$ cat config.mk
export PLATFORM = sky130hd
export DESIGN_NAME = uart_boot_loader
export DESIGN_NICKNAME = d
export VERILOG_FILES = /design/src/rtl/uart_pkg.sv /design/src/rtl/uart_word_assembler.sv /design/src/rtl/uart_boot_loader.sv
export SDC_FILE = /design/constraint.sdc
export NUM_CORES = 1
export LEC_CHECK = 0
export CORE_ASPECT_RATIO = 1.25
export CORE_MARGIN = 5
export CORE_UTILIZATION = 45
export DETAILED_ROUTE_END_ITERATION = 10
export GPL_ROUTABILITY_DRIVEN = 0
export HOLD_SLACK_MARGIN = 0.12
export PLACE_DENSITY = 0.85
export RECOVER_POWER = 100
export SLEW_MARGIN = 15
export SYNTH_ARGS = -nofsm -noshare
export SYNTH_HDL_FRONTEND = slang
export SYNTH_SLANG_ARGS = --single-unit
$ cat constraint.sdc
create_clock -name clk -period 3.9 [get_ports clk]
set_clock_uncertainty 0.15 [all_clocks]
set_input_delay 0.975 -clock clk [delete_from_list [all_inputs] [get_ports clk]]
set_output_delay 0.975 -clock clk [all_outputs]
set_load 0.01 [all_outputs]
$ cat src/rtl/uart_pkg.sv
`default_nettype none
// ============================================================================
// Module  : uart_pkg
// Brief   : UART register map, CON bit indices and boot-loader state encoding.
//           Optional feature macro: UART_BOOT_ECHO_EN (adds the echo states).
// Revision: 1.0 - initial release
// ============================================================================
package uart_pkg;

  localparam logic [31:0] UART_TXD_ADDR = 32'h4000_0018;
  localparam logic [31:0] UART_RXD_ADDR = 32'h4000_001C;
  localparam logic [31:0] UART_CON_ADDR = 32'h4000_0020;

  localparam int CON_RX_READY_BIT = 3;
  localparam int CON_TX_IDLE_BIT  = 2;

  typedef enum logic [2:0] {
    ST_IDLE      = 3'd0,
    ST_POLL      = 3'd1,
    ST_READ      = 3'd2,
`ifdef UART_BOOT_ECHO_EN
    ST_ECHO_WAIT = 3'd3,
    ST_ECHO_WR   = 3'd4,
`endif
    ST_WRITE     = 3'd5,
    ST_DONE      = 3'd6,
    ST_ERROR     = 3'd7
  } boot_state_e;

endpackage
`default_nettype wire

$ cat src/rtl/uart_word_assembler.sv
`default_nettype none
// ============================================================================
// Module  : uart_word_assembler
// Brief   : Packs received bytes little-endian into 32-bit words.
// Revision: 1.0 - initial release
// ============================================================================
module uart_word_assembler
  import uart_pkg::*;
(
  input  logic        clk,
  input  logic        reset,
  input  logic        clear_i,
  input  logic        byte_valid_i,
  input  logic [7:0]  byte_i,
  output logic [31:0] word_o,
  output logic        word_valid_o
);

  logic [1:0]  cnt_q;
  logic [31:0] word_q;

  // New bytes enter at the top, so the first byte ends up in bits 7:0.
  always_ff @(posedge clk) begin
    if (reset || clear_i) begin
      cnt_q  <= 2'd0;
      word_q <= 32'd0;
    end else if (byte_valid_i) begin
      cnt_q  <= cnt_q + 2'd1;
      word_q <= {byte_i, word_q[31:8]};
    end
  end

  assign word_o       = word_q;
  assign word_valid_o = byte_valid_i && (cnt_q == 2'd3);

endmodule
`default_nettype wire

$ cat src/rtl/uart_boot_loader.sv
`default_nettype none
// ============================================================================
// Module  : uart_boot_loader
// Brief   : Polls a UART, receives a length-prefixed image and writes it to
//           instruction memory. Optional macro UART_BOOT_ECHO_EN echoes bytes.
// Revision: 1.0 - initial release
// ============================================================================
module uart_boot_loader
  import uart_pkg::*;
#(
  parameter logic [31:0] IMEM_BASE      = 32'h0000_0000,
  parameter int unsigned MAX_WORDS      = 256,
  parameter int unsigned TIMEOUT_CYCLES = 1_000_000
) (
  input  logic        clk,
  input  logic        reset,
  input  logic        start,
  output logic [31:0] Add,
  output logic        rd,
  output logic        wr,
  output logic [31:0] wdata,
  input  logic [31:0] rdata,
  output logic [31:0] imem_addr,
  output logic [31:0] imem_wdata,
  output logic        imem_we,
  output logic        cpu_hold,
  output logic        busy,
  output logic        done,
  output logic        error
);

  localparam logic [31:0] MAX_WORDS_W  = 32'(MAX_WORDS);
  localparam logic [31:0] TIMEOUT_LAST = 32'(TIMEOUT_CYCLES - 1);

  boot_state_e state_q, state_d;
  logic        hdr_q;
  logic [31:0] n_q;
  logic [31:0] k_q;
  logic [31:0] tmo_q;
  logic [31:0] word;
  logic        word_valid;
  logic        capture;
  logic        accept;
  logic        tmo_hit;
  logic        waiting;
  logic        unused_rdata;

  assign capture      = (state_q == ST_READ);
  assign accept       = start && ((state_q == ST_IDLE) || (state_q == ST_DONE) ||
                                  (state_q == ST_ERROR));
  assign tmo_hit      = (tmo_q == TIMEOUT_LAST);
  assign unused_rdata = ^{rdata[31:8], rdata[2:0]};

`ifdef UART_BOOT_ECHO_EN
  logic wc_q;
  assign waiting = (state_q == ST_POLL) || (state_q == ST_ECHO_WAIT);

  // Remembers whether the byte being echoed completed a word.
  always_ff @(posedge clk) begin
    if (reset) begin
      wc_q <= 1'b0;
    end else if (capture) begin
      wc_q <= word_valid;
    end
  end
`else
  assign waiting = (state_q == ST_POLL);
`endif

  uart_word_assembler u_word_assembler (
    .clk          (clk),
    .reset        (reset),
    .clear_i      (accept),
    .byte_valid_i (capture),
    .byte_i       (rdata[7:0]),
    .word_o       (word),
    .word_valid_o (word_valid)
  );

  always_ff @(posedge clk) begin
    if (reset) begin
      state_q <= ST_IDLE;
      hdr_q   <= 1'b1;
      n_q     <= 32'd0;
      k_q     <= 32'd0;
      tmo_q   <= 32'd0;
    end else begin
      state_q <= state_d;
      if (accept) begin
        hdr_q <= 1'b1;
        n_q   <= 32'd0;
        k_q   <= 32'd0;
        tmo_q <= 32'd0;
      end else if (capture) begin
        tmo_q <= 32'd0;
      end else if (waiting) begin
        tmo_q <= tmo_q + 32'd1;
      end
      // The header word also passes through WRITE, where it is latched as N.
      if (state_q == ST_WRITE) begin
        if (hdr_q) begin
          hdr_q <= 1'b0;
          n_q   <= word;
        end else begin
          k_q <= k_q + 32'd1;
        end
      end
    end
  end

  always_comb begin
    state_d = state_q;
    unique case (state_q)
      ST_IDLE, ST_DONE, ST_ERROR: if (start) state_d = ST_POLL;
      ST_POLL: begin
        if (rdata[CON_RX_READY_BIT]) state_d = ST_READ;
        else if (tmo_hit)            state_d = ST_ERROR;
      end
`ifdef UART_BOOT_ECHO_EN
      ST_READ: state_d = ST_ECHO_WAIT;
      ST_ECHO_WAIT: begin
        if (rdata[CON_TX_IDLE_BIT]) state_d = ST_ECHO_WR;
        else if (tmo_hit)           state_d = ST_ERROR;
      end
      ST_ECHO_WR: state_d = wc_q ? ST_WRITE : ST_POLL;
`else
      ST_READ: state_d = word_valid ? ST_WRITE : ST_POLL;
`endif
      ST_WRITE: begin
        if (hdr_q) begin
          if (word == 32'd0)            state_d = ST_DONE;
          else if (word > MAX_WORDS_W)  state_d = ST_ERROR;
          else                          state_d = ST_POLL;
        end else if (k_q == n_q - 32'd1) begin
          state_d = ST_DONE;
        end else begin
          state_d = ST_POLL;
        end
      end
      default: state_d = ST_IDLE;
    endcase
  end

  always_comb begin
    rd         = 1'b0;
    wr         = 1'b0;
    Add        = 32'd0;
    wdata      = 32'd0;
    imem_we    = 1'b0;
    imem_addr  = 32'd0;
    imem_wdata = 32'd0;
    case (state_q)
      ST_POLL: begin
        rd  = 1'b1;
        Add = UART_CON_ADDR;
      end
      ST_READ: begin
        rd  = 1'b1;
        Add = UART_RXD_ADDR;
      end
`ifdef UART_BOOT_ECHO_EN
      ST_ECHO_WAIT: begin
        rd  = 1'b1;
        Add = UART_CON_ADDR;
      end
      ST_ECHO_WR: begin
        wr    = 1'b1;
        Add   = UART_TXD_ADDR;
        wdata = {24'd0, word[31:24]};
      end
`endif
      ST_WRITE: begin
        if (!hdr_q) begin
          imem_we    = 1'b1;
          imem_addr  = IMEM_BASE + k_q;
          imem_wdata = word;
        end
      end
      default: ;
    endcase
  end

  assign busy     = (state_q != ST_IDLE) && (state_q != ST_DONE) && (state_q != ST_ERROR);
  assign done     = (state_q == ST_DONE);
  assign error    = (state_q == ST_ERROR);
  assign cpu_hold = (state_q != ST_DONE);

endmodule
`default_nettype wire

# [Word-level counts from Yosys, hierarchy flattened]
# Cells that the tools add are included.
# Widths: inputs -> output; s select.
[op_classes] add_sub_neg=4 magnitude_cmp=1 n_eq_ne=12 mux=26 reduce_logical=14
[op_table] op="$mux 32" count=10
[op_table] op="$add 32x1->32 const B" count=2
[op_table] op="$pmux 31 s2" count=1
[op_table] op="$eq 32x20->1 const B" count=1
[op_table] op="$eq 32x32->1" count=1
[op_table] op="$gt 32x9->1 const B" count=1
[op_table] op="$logic_not 32->1" count=1
[op_table] op="$sub 32x1->32 const B" count=1
[op_table] op="$mux 3" count=8
[op_table] op="$pmux 3 s4" count=1
[op_table] op="$eq 3x3->1 const B" count=3
[op_table] op="$ne 3x3->1 const B" count=3
[op_table] op="$mux 1" count=6
[op_table] op="$reduce_or 3->1" count=2
[op_table] op="$logic_and 1x1->1" count=4
[op_table] op="$eq 3x1->1 const B" count=1
[op_table] op="$eq 3x2->1 const B" count=1
[op_table] op="$logic_not 3->1" count=1
[op_table] op="$logic_or 1x1->1" count=3
[op_table] op="$reduce_bool 3->1" count=1
[op_table] op="$add 2x1->2 const B" count=1
[op_table] op="$eq 2x2->1 const B" count=1
[op_table] op="$ne 2x2->1 const B" count=1
[op_table] op="$reduce_and 2->1" count=1
[op_table] op="$reduce_or 2->1" count=1
[word_totals] regBits=134 input_bits=35 out_inout_bits=135 word_cells=64

# [Logic depth before layout (Yosys ltp)]
# Gate-level depths: netlist of the first run.
[depth] word_depth=7 ltp_mapped=12 depth_no_buf=10

# [By module]
# From an unflattened synthesis of the first run, not the netlist that was laid out.
[hier_totals] hier_cells=939 area_unflattened_um2=7776.2
[modules_own_cells] mod="uart_boot_loader" instances=1 cells_each=826 area_each_um2=6500.0 seq_area_each_um2=2001.9
[modules_own_cells] mod="uart_word_assembler" instances=1 cells_each=113 area_each_um2=1276.2 seq_area_each_um2=680.7

# [Worst setup path before layout of the first run]
# No wires, ideal clock.
[synth_path] path_type="register -> output" from="reg state_q[2]" to="out imem_addr[12]" arrival_time_ps=2006 t_required_ps=2775 setup_slack_ps=769 stages_incl_launch_ff=10 n_path_buf=4 cell_sequence="dfxtp_1 buf_2 inv_1 nor2_1 nand3_1 inv_1 clkbuf_1 clkbuf_1 clkbuf_1 and2_1"
[synth_between] elab_chain_len=2
[synth_lines] element="start: declaration" line_no="uart_boot_loader.sv:35" rtl="boot_state_e state_q, state_d;"
[synth_lines] element="start signal: assignment" line_no="uart_boot_loader.sv:88" rtl="state_q <= state_d;"
[synth_lines] element="$eq 3x3->1" line_no="uart_boot_loader.sv:152" rtl="case (state_q)"
[synth_lines] element="$mux 32" line_no="uart_boot_loader.sv:152"
[synth_lines] element="end: declaration" line_no="uart_boot_loader.sv:23" rtl="output logic [31:0] imem_addr,"
# Every way passes these cells.

# [Worst setup path after layout of the first run]
[layout_path] from="reg state_q[2]" to="out imem_wdata[8]"
[layout_between] elab_chain_len=2
[layout_lines] element="$eq 3x3->1" line_no="uart_boot_loader.sv:152"
[layout_lines] element="$mux 32" line_no="uart_boot_loader.sv:152"
[layout_lines] element="end: declaration" line_no="uart_boot_loader.sv:24" rtl="output logic [31:0] imem_wdata,"
# Every way passes these cells.

==> results of run 1 <==
==> cells in the mapped netlist, types with 3 or more instances <==
master	n	area [sq um]
a21oi_1	53	265.3
a22o_1	31	271.5
a311oi_1	3	26.28
a31oi_1	6	37.54
and2_1	62	387.9
and3_1	12	75.07
and4_1	4	35.03
buf_1	5	18.77
buf_4	65	488.0
clkbuf_1	33	123.9
clkbuf_8	3	41.29
dfxtp_1	134	2683
ha_1	4	50.05
inv_1	20	75.07
mux2i_1	5	50.05
nand2_1	117	439.2
nand2b_1	5	31.28
nand3_1	36	180.2
nand4_1	16	100.1
nor2_1	89	334.1
nor3_1	18	90.09
nor4_1	25	156.4
nor4b_1	4	35.03
o211ai_1	3	22.52
o21ai_0	15	75.07
or2_2	7	43.79
or3_1	11	68.82
or4_1	4	30.03
or4_4	3	33.78
xnor2_1	48	420.4
xor2_1	38	332.8
==> worst paths after layout <==
path	from	endpoint	slack, ns	depth (start not counted)
setup / recovery	state_q[2]	imem_wdata[8]	0.15	7
hold reg to reg	u_word_assembler.cnt_q[1]	u_word_assembler.cnt_q[1]	0.31	2
hold / removal	u_word_assembler.cnt_q[1]	u_word_assembler.cnt_q[1]	0.31	2
setup reg to reg	n_q[0]	state_q[1]	0.45	10
==> layer usage <==
metal / vias to the layer above / global-route usage [%] / share of wire (%)
met2: 270 / 34.12 / 50
met1: 3125 / 21.66 / 40
met5: - / 0 / 0
li1: 3201 / - / -
met3: 54 / 4.243 / 6.6
met4: 0 / 8.471 / 3.4
==> sequential cells by signal (all words and copies together) (netlist names) <==
| name | count |
|---|---|
| tmo_q | 32 |
| u_word_assembler.cnt_q | 2 |
| n_q | 32 |
| state_q | 3 |
| u_word_assembler.word_o | 32 |
| k_q | 32 |
| hdr_q | 1 |
==> critical path: cells and delay by family, from the launching register on <==
kind | cells | cell delay (ns)
buf+inv | 4 | 1.09
flops | 1 | 0.46
simple gates | 3 | 0.65
==> power by group <==
part	internal (mW)	leakage, nW	switching, mW	total, mW
combinational	0.0642	1.94	0.165	0.229
clock	0.901	0.263	0.640	1.54
sequential	1.38	1.08	0.0172	1.40
total	2.34	3.29	0.822	3.16
==> timing repair <==
item / 4_1_cts / 5_1_grt
resized for setup: 0 / 2
setup buffers: 0 / 0
setup endpoints to repair: 0 / 49
==> metrics by stage <==
step | utilization [%] | area (sq um) | hold WS, ns | setup slack, ns
floorplan | - | 7710 | 0.2900 | 0.7693
global placement | 50.69 | 8245 | 0.2996 | 0.5658
detailed placement | 50.69 | 8245 | 0.3056 | 0.5352
CTS | 54.16 | 8810 | 0.3136 | 0.09282
global route | 53.87 | 8762 | 0.3354 | 0.007123
finish | 53.87 | 8762 | 0.3114 | 0.1483
==> cell families after synthesis <==
kind of cell / count (synthesis) / share of synthesized area [%]
AND/OR/NAND/NOR: 435 / 30.16
other: 1 / 0.05008
AO/OA/AOI/OAI: 133 / 12.05
flip-flops: 134 / 35.82
XOR/XNOR: 86 / 10.06
multiplexers: 6 / 0.8187
adder cells (fa/ha/maj): 4 / 0.6684
buffers and inverters: 131 / 10.38
==> final cells by class <==
type,count,area share (%)
Multi-Input combinational cell,724,48.28
Sequential cell,134,30.62
Timing Repair Buffer,96,10.68
Clock buffer,19,5.055
Tap cell,216,3.084
Clock inverter,13,1.385
Inverter,21,0.8996
==> results.yml, run 1 <==
status:
  status: "completed"
route:
  via_per_inst: 5.437
  wl_um: 19210
  vias: 6650
  ant_nets: 0
  route.detailed.drc: 0
  dr.pass1.iters: 5
  wl_per_cell_um: 15.71
  drtIter0Drc: 434
synth:
  ys_types: 72
  syn-cell-area_sq_mm: 0.007488
  synth_seq_cells: 134
  avgSynthCellArea_sq_um: 8.052
  synth_edf_count: 0
  ys_seq_area_share_pct: 35.82
  synth_warnings: 0
  ys.flop_type: "dfxtp_1"
  synth_cells: 930
  synthArstFlopShare_pct: 0
setup_path:
  worst_ep_required_time_ns: 2.77
  cpMostUsedCell: "inv_1"
  path_max_fanout: 31
  cpPeakStageDelay_ns: 0.56
  slowest_stage: "clkdlybuf4s50_1"
  start_kind: "register"
  cp_cell_sequence: "inv_1 > nor2_2 > nand3_1 > inv_1 > buf_4 > and2_0 > clkdlybuf4s50_1"
  arrival_ns: 2.63
  end_kind: "primary output"
  crit_type: "reg -> out"
sta:
  drv_slew: 0
  tns_ns: 0
  period_minus_slack_ns: 3.752
  setup_viol: 0
  worstMarginPinSlew_ns: 1.390
  hold_violations: 0
  rsz0062_at_grt: "no"
  relSlewSlack_pct: 7.341
  fin_crit_sh_pct: 96.20
  fmax_ghz: 0.2665
clocking:
  hold_buffers: 0
  cts_tree: "yes"
  cts.clk_slew.worst_paths_ns: 0.06
  clk_root_buffer_cell: "clkbuf_16"
  clock_latency_ns: 0.42
  cts_buffers: 17
  cts_sinks: 134
  htreeDepth: 4
  clockBufferDepth: 2
hold_path:
  worstHoldPathType: "reg -> reg"
power:
  peakVddDrop_v: 0.0002468
  p_total_mw: 3.165
  p_leak_nw: 3.287
  pwr_density_cell_mw_per_mm2: 361.2
global_route:
  grt_pass1_vias: 6306
  globalRouteTotalUtil_pct: 19.06
  antenna_found_initial: 0
  grt_overflow_total: 0
  grt_max_degree: 44
  grt_first_pass_wirelength_um: 30860
final_layout:
  final_cell_mix: "dfxtp_1, nand2_1, nor2_1, conb_1, a21oi_1"
  area_growth_pct: 17.01
  drive_gt1_share_pct: 6.554
  layout.nets: 1033
  multi_input_area_sq_mm: 0.004230
  register_area_sq_mm: 0.002683
  fin_cells: 1223
  n_antenna_cell: 0
  layout_commonest_cell: "dfxtp_1"
  filler_cell_count: 1475
die:
  floorplan.initialDensity_pct: 46.04
  num_rows: 52
  io_pins: 170
  die_y_um: 154.2
  fp.dieW_um: 125.4
  die_area_sq_mm: 0.01934
  core_sq_mm: 0.01627
place:
  dpl.cell_count: 1191
  dp_hpwl_um: 13870
  port-buffer-count: 85
run:
  drv_cap: 0
Power figures use the tool's default switching activity.
==> run 2: changes to the inputs <==
--- a/config.mk
+++ b/config.mk
@@ -13,7 +13,7 @@
 export HOLD_SLACK_MARGIN = 0.12
 export PLACE_DENSITY = 0.85
 export RECOVER_POWER = 100
-export SLEW_MARGIN = 15
+export SLEW_MARGIN = 20
 export SYNTH_ARGS = -nofsm -noshare
 export SYNTH_HDL_FRONTEND = slang
 export SYNTH_SLANG_ARGS = --single-unit
==> results of run 2 <==
Same layout as run 1: the final DEF is identical, and so are final timing and power.
